## config.mk

```make
export PLATFORM = sky130hd
export DESIGN_NAME = ap_diff_unit
export DESIGN_NICKNAME = d
export VERILOG_FILES = /design/src/rtl/ap_seq_checker_diff_unit.sv
export SDC_FILE = /design/constraint.sdc
export NUM_CORES = 1
export LEC_CHECK = 0
export ABC_CLOCK_PERIOD_IN_PS = 5000
export CORE_AREA = 2 2 39 41
export DETAILED_ROUTE_END_ITERATION = 12
export DIE_AREA = 0 0 41 43
export DONT_BUFFER_PORTS = 1
export SLEW_MARGIN = 30
export SYNTH_ARGS = -nofsm -noshare
export SYNTH_HDL_FRONTEND = slang
export SYNTH_SLANG_ARGS = --single-unit
```

## constraint.sdc

```tcl
create_clock -name vclk -period 5
set_input_delay 1 -clock vclk [all_inputs]
set_output_delay 1 -clock vclk [all_outputs]
set_load 0.02 [all_outputs]
```

## src/rtl/ap_seq_checker_diff_unit.sv

```systemverilog
// Combinational ripple-borrow subtractor: {bout, d} = a - b - bin.
module ap_diff_unit #(
    parameter int WIDTH = 8
) (
    input  logic [WIDTH-1:0] a,
    input  logic [WIDTH-1:0] b,
    input  logic             bin,
    output logic [WIDTH-1:0] d,
    output logic             bout
);

    logic [WIDTH:0] borrow_chain;

    assign borrow_chain[0] = bin;

    generate
        for (genvar gi = 0; gi < WIDTH; gi++) begin : g_bit
            assign d[gi] = a[gi] ^ b[gi] ^ borrow_chain[gi];
            assign borrow_chain[gi+1] = (~a[gi] & b[gi])
                                      | (~(a[gi] ^ b[gi]) & borrow_chain[gi]);
        end
    endgenerate

    assign bout = borrow_chain[WIDTH];

endmodule

```

==> impl_metrics.ini, run 1 <==
[logic_synthesis]
synthDistinctLibCells = 2
ys_top_cells_by_area = fa_1 70%, inv_1 30%
yosys.area.top_type = fa_1
synthesis.nets = 51
yosys_warnings = 0
synth_top_area_share_pct = 70.3
syn_avg_cell_area_um2 = 8.76
ys_seq_area_share_pct = 0
syn_inst = 26
syn-cell-area_um2 = 228

[min_path]
hp-class = in -> out

[placed_design]
dp_hpwl_um = 387
portBuffers = 0
place_inst = 42
dpl_worst_slack_ps = -88.0
gp_congestion = 0.679

[routing]
met1Wirelength_um = 152
wl_um = 356
ant_nets = 0
drc_errors = 0
top_layer = met3
vias_per_cell = 3.62
drtIter0Drc = 0
vias = 152
wl_met3_um = 74
wl_met2_um = 129
drtPass1Iterations = 1
wire_per_inst_um = 8.48

[global_route]
grt_start_max_net_pins = 2
track_usage_pct = 3.13
overflow = 0
grt_pass1_wl_um = 420
antenna_found_initial = 0
grt_pass1_vias = 152

[setup_path]
end_kind = primary output
crit_chain = inv_1 -> fa_1 -> inv_1 -> fa_2 -> fa_2 -> fa_2 -> fa_2 -> fa_2 -> fa_2 -> inv_2 -> fa_2
crit_type = in -> out
slowest_stage = fa_2
cp.required_ps = 4000
critPathLaunchType = primary input
cp_slowest_stage_delay_ps = 470
crit_start = b[0]
cp-endpoint = d[7]
crit_fanout = 1
cp_common_cell = fa_2
crit_arrival_ps = 3860

[die]
die_w_um = 41
die_h_um = 43
core-area_um2 = 1380
placementRows = 14
start_util_pct = 16.5
die_area_um2 = 1760
ios = 26

[finish]
instances_no_fill = 42
seq_area_um2 = 0
drive_gt1_share_pct = 30.8
syn2layout_area_growth_pct = 16.5
diodes = 0
clock_buffers = 0
n_sequential_cell = 0
fin_util_pct = 19.2
fin_nets = 53

[power_and_ir_drop]
powerDensity_nw_per_um2 = 160
p_leak_nw = 0.147
power.total_mw = 0.0424
ir_drop_mv = 0.0489

[timing]
worst_slew_pin_slew_ps = 209
fin_crit_sh_pct = 97.2
relSlewSlack_pct = 86.0
hold_viol_final = 0
max_freq_ghz = 0.206
rsz0062_at_grt = false
setup-violations-final = 0
slew_violations = 0
worst_slack_ps = 140
fin_crit_ps = 4860

[outcome]
status = complete, no violations

[clocking]
hold_buffers = 0
post_cts_buffers = 0

[flow_run]
maxCapViolCount = 0
==> worst min path at each step <==
stage | start | end | slack [ps] | depth (start not counted)
after floorplan | b[1] | d[1] | 2230 | 2
after global routing | a[7] | d[7] | 2260 | 1
after global placement | b[3] | d[3] | 2230 | 2
after CTS | b[6] | d[6] | 2240 | 2
after detailed placement | b[2] | d[2] | 2230 | 2
final | a[7] | d[7] | 2250 | 1
==> cell usage in the layout, fill, tap and decap left out, drive strengths merged <==
master,Yosys,final
fa,8,8
inv,18,18
==> critical path: cells and delay by family <==
family     cells  cell delay, ps
fa+ha+maj      8            2670
buf+inv        3             170
==> kinds of logic (layout without fill, tap and decap cells) <==
| family | Yosys count | count (layout) | synth area share (%) |
|---|---|---|---|
| fa+ha+maj | 8 | 8 | 70.3 |
| buf+inv | 18 | 18 | 29.7 |
==> stage by stage <==
stage / hold slack, ps / setup TNS (ps) / instance area (µm²)
finish: 2250 / 0 / 265
global route: 2260 / 0 / 265
CTS: 2240 / 0 / 260
detailed placement: 2230 / -88.0 / 255
global placement: 2230 / -52.6 / 255
floorplan: 2230 / 0 / 235
==> layout make-up <==
| type | instances | area (µm²) |
|---|---|---|
| fill | 147 | 1120 |
| inverter | 18 | 67.6 |
| multi-input combinational | 8 | 178 |
| tap | 16 | 20.0 |
==> synth_stat cells, drive strengths merged <==
master,count
inv,18
fa,8
==> layer usage <==
layer	up-vias	global-route usage, %
li1	60	-
met1	66	3.26
met2	26	6.25
met3	0	0.524
met4	0	0
met5	-	0
==> report_power, final <==
part           switching (mW)  total (mW)  internal (mW)  leakage [nW]
registers                   0           0              0             0
clock network               0           0              0             0
logic                  0.0302      0.0424         0.0121         0.147
==> timing repair <==
item | CTS | global route
endpoints found under the setup margin | 1 | 1
cloned | 0 | 0
resized for setup | 2 | 3
pin swaps | 1 | 1
(Power assumes the default switching activity.)
==> run 2: changes to the inputs <==
--- a/config.mk
+++ b/config.mk
@@ -6,10 +6,14 @@
 export NUM_CORES = 1
 export LEC_CHECK = 0
 export ABC_CLOCK_PERIOD_IN_PS = 5000
+export CELL_PAD_IN_SITES_DETAIL_PLACEMENT = 0
+export CELL_PAD_IN_SITES_GLOBAL_PLACEMENT = 1
 export CORE_AREA = 2 2 39 41
 export DETAILED_ROUTE_END_ITERATION = 12
 export DIE_AREA = 0 0 41 43
 export DONT_BUFFER_PORTS = 1
+export PLACE_DENSITY_LB_ADDON = 0.1
+export SETUP_SLACK_MARGIN = 0.1
 export SLEW_MARGIN = 30
 export SYNTH_ARGS = -nofsm -noshare
 export SYNTH_HDL_FRONTEND = slang
==> run 2 against run 1 <==
  * Utilization did not move
  * Combinational power down 3%
  * Total power decreased by 2.6%
  * Global-route usage increased by 0.52 points
  * Design area stayed put
  * Sequential share of layout area is the same
  * Die area is the same
  * Critical path type unchanged
==> impl_metrics.ini, run 2 (synthesis results as in run 1) <==
[min_path]
hp-class = in -> out

[flow_run]
maxCapViolCount = 0

[power_and_ir_drop]
p_leak_nw = 0.147
ir_drop_mv = 0.0429
powerDensity_nw_per_um2 = 156

[routing]
drtIter0Drc = 1
drc_errors = 0
vias_per_cell = 3.33
vias = 140
wire_per_inst_um = 7.79
wl_um = 327
drtPass1Iterations = 2
ant_nets = 0

[timing]
hold_viol_final = 0
worst_slew_pin_slew_ps = 209
max_freq_ghz = 0.206
slew_violations = 0
setup_tns_ps = 0
setup-violations-final = 0
fin_crit_ps = 4860
relSlewSlack_pct = 86.1
worst_slack_ps = 138
fin_crit_sh_pct = 97.2
rsz0062_at_grt = true

[finish]
design_area_um2 = 265
syn2layout_area_growth_pct = 16.5
fillerInstances = 161
diodes = 0
final_cell_mix = 17 x inv_1, 7 x fa_2, 1 x inv_2, 1 x fa_1
fin_nets = 53
final_common_cell = inv_1
seq_area_um2 = 0
drive_gt1_share_pct = 30.8
clock_buffers = 0
n_sequential_cell = 0

[outcome]
status = complete, no violations

[die]
start_util_pct = 16.5
core-area_um2 = 1380
die_area_um2 = 1760
ios = 26
die_w_um = 41
die_h_um = 43
placementRows = 14

[global_route]
grt_start_max_net_pins = 2
grt_pass1_wl_um = 483
overflow = 0
grt_pass1_vias = 116
track_usage_pct = 3.64
antenna_found_initial = 0

[placed_design]
post_dp_cell_area_um2 = 260
gp_congestion = 0.472
dpl_worst_slack_ps = 21.9
dp_hpwl_um = 330
portBuffers = 0

[setup_path]
crit_arrival_ps = 3860
end_kind = primary output
critPathLaunchType = primary input
crit_fanout = 1
crit_type = in -> out
cp.required_ps = 4000

[clocking]
hold_buffers = 0
post_cts_buffers = 0
==> run 2: cell counts in the layout (fill, tap and decap cells not counted) <==
No cell type changed its count.
==> run 2: layer usage <==
metal,vias to the layer above,GRT usage (%),part of all wire [%]
li1,60,-,-
met1,68,4.93,30
met2,12,6.56,62
met3,0,0,7.6
met4,0,0,0
met5,-,0,0
==> run 2: through the flow <==
| stage | power, mW | hold slack, ps | util (%) | instances |
|---|---|---|---|---|
| finish | 0.0413 | 2250 | 19.2 | 42 |
| global route | 0.0464 | 2260 | 19.2 | 42 |
| CTS | 0.0417 | 2230 | 19.0 | 42 |
| detailed placement | 0.0410 | 2230 | 18.8 | 42 |
| global placement | 0.0407 | 2230 | 18.8 | 42 |
| floorplan | 0.0375 | 2230 | - | 26 |
==> run 2: cell type report <==
class	instances	area [µm²]	area share (%)
multi-input cells	8	178	67.0
well taps	16	20.0	7.55
inverters	18	67.6	25.5
==> run 2: path summary, 6_finish.rpt <==
| kind | start | end | slack (ps) | depth (start not counted) |
|---|---|---|---|---|
| worst max-delay path | b[0] | d[7] | 140 | 11 |
| worst min-delay path | a[7] | bout | 2250 | 2 |
==> run 2: power by group <==
group / switching (mW) / leakage (nW) / total [mW] / internal (mW)
registers: 0 / 0 / 0 / 0
clock network: 0 / 0 / 0 / 0
logic: 0.0296 / 0.147 / 0.0413 / 0.0116
total: 0.0296 / 0.147 / 0.0413 / 0.0116
==> run 2: timing repair <==
item	4_1_cts	5_1_grt
gates resized for setup	1	2
cloned	0	0
endpoints found under the setup margin	1	1
pin swaps	2	2
==> run 2: critical path, stage by stage <==
cell and delay, ps:
inv_1 50, fa_1 160, inv_1 50, fa_2 330, fa_2 340, fa_2 350
fa_2 350, fa_2 350, fa_2 340, inv_2 70, fa_2 470
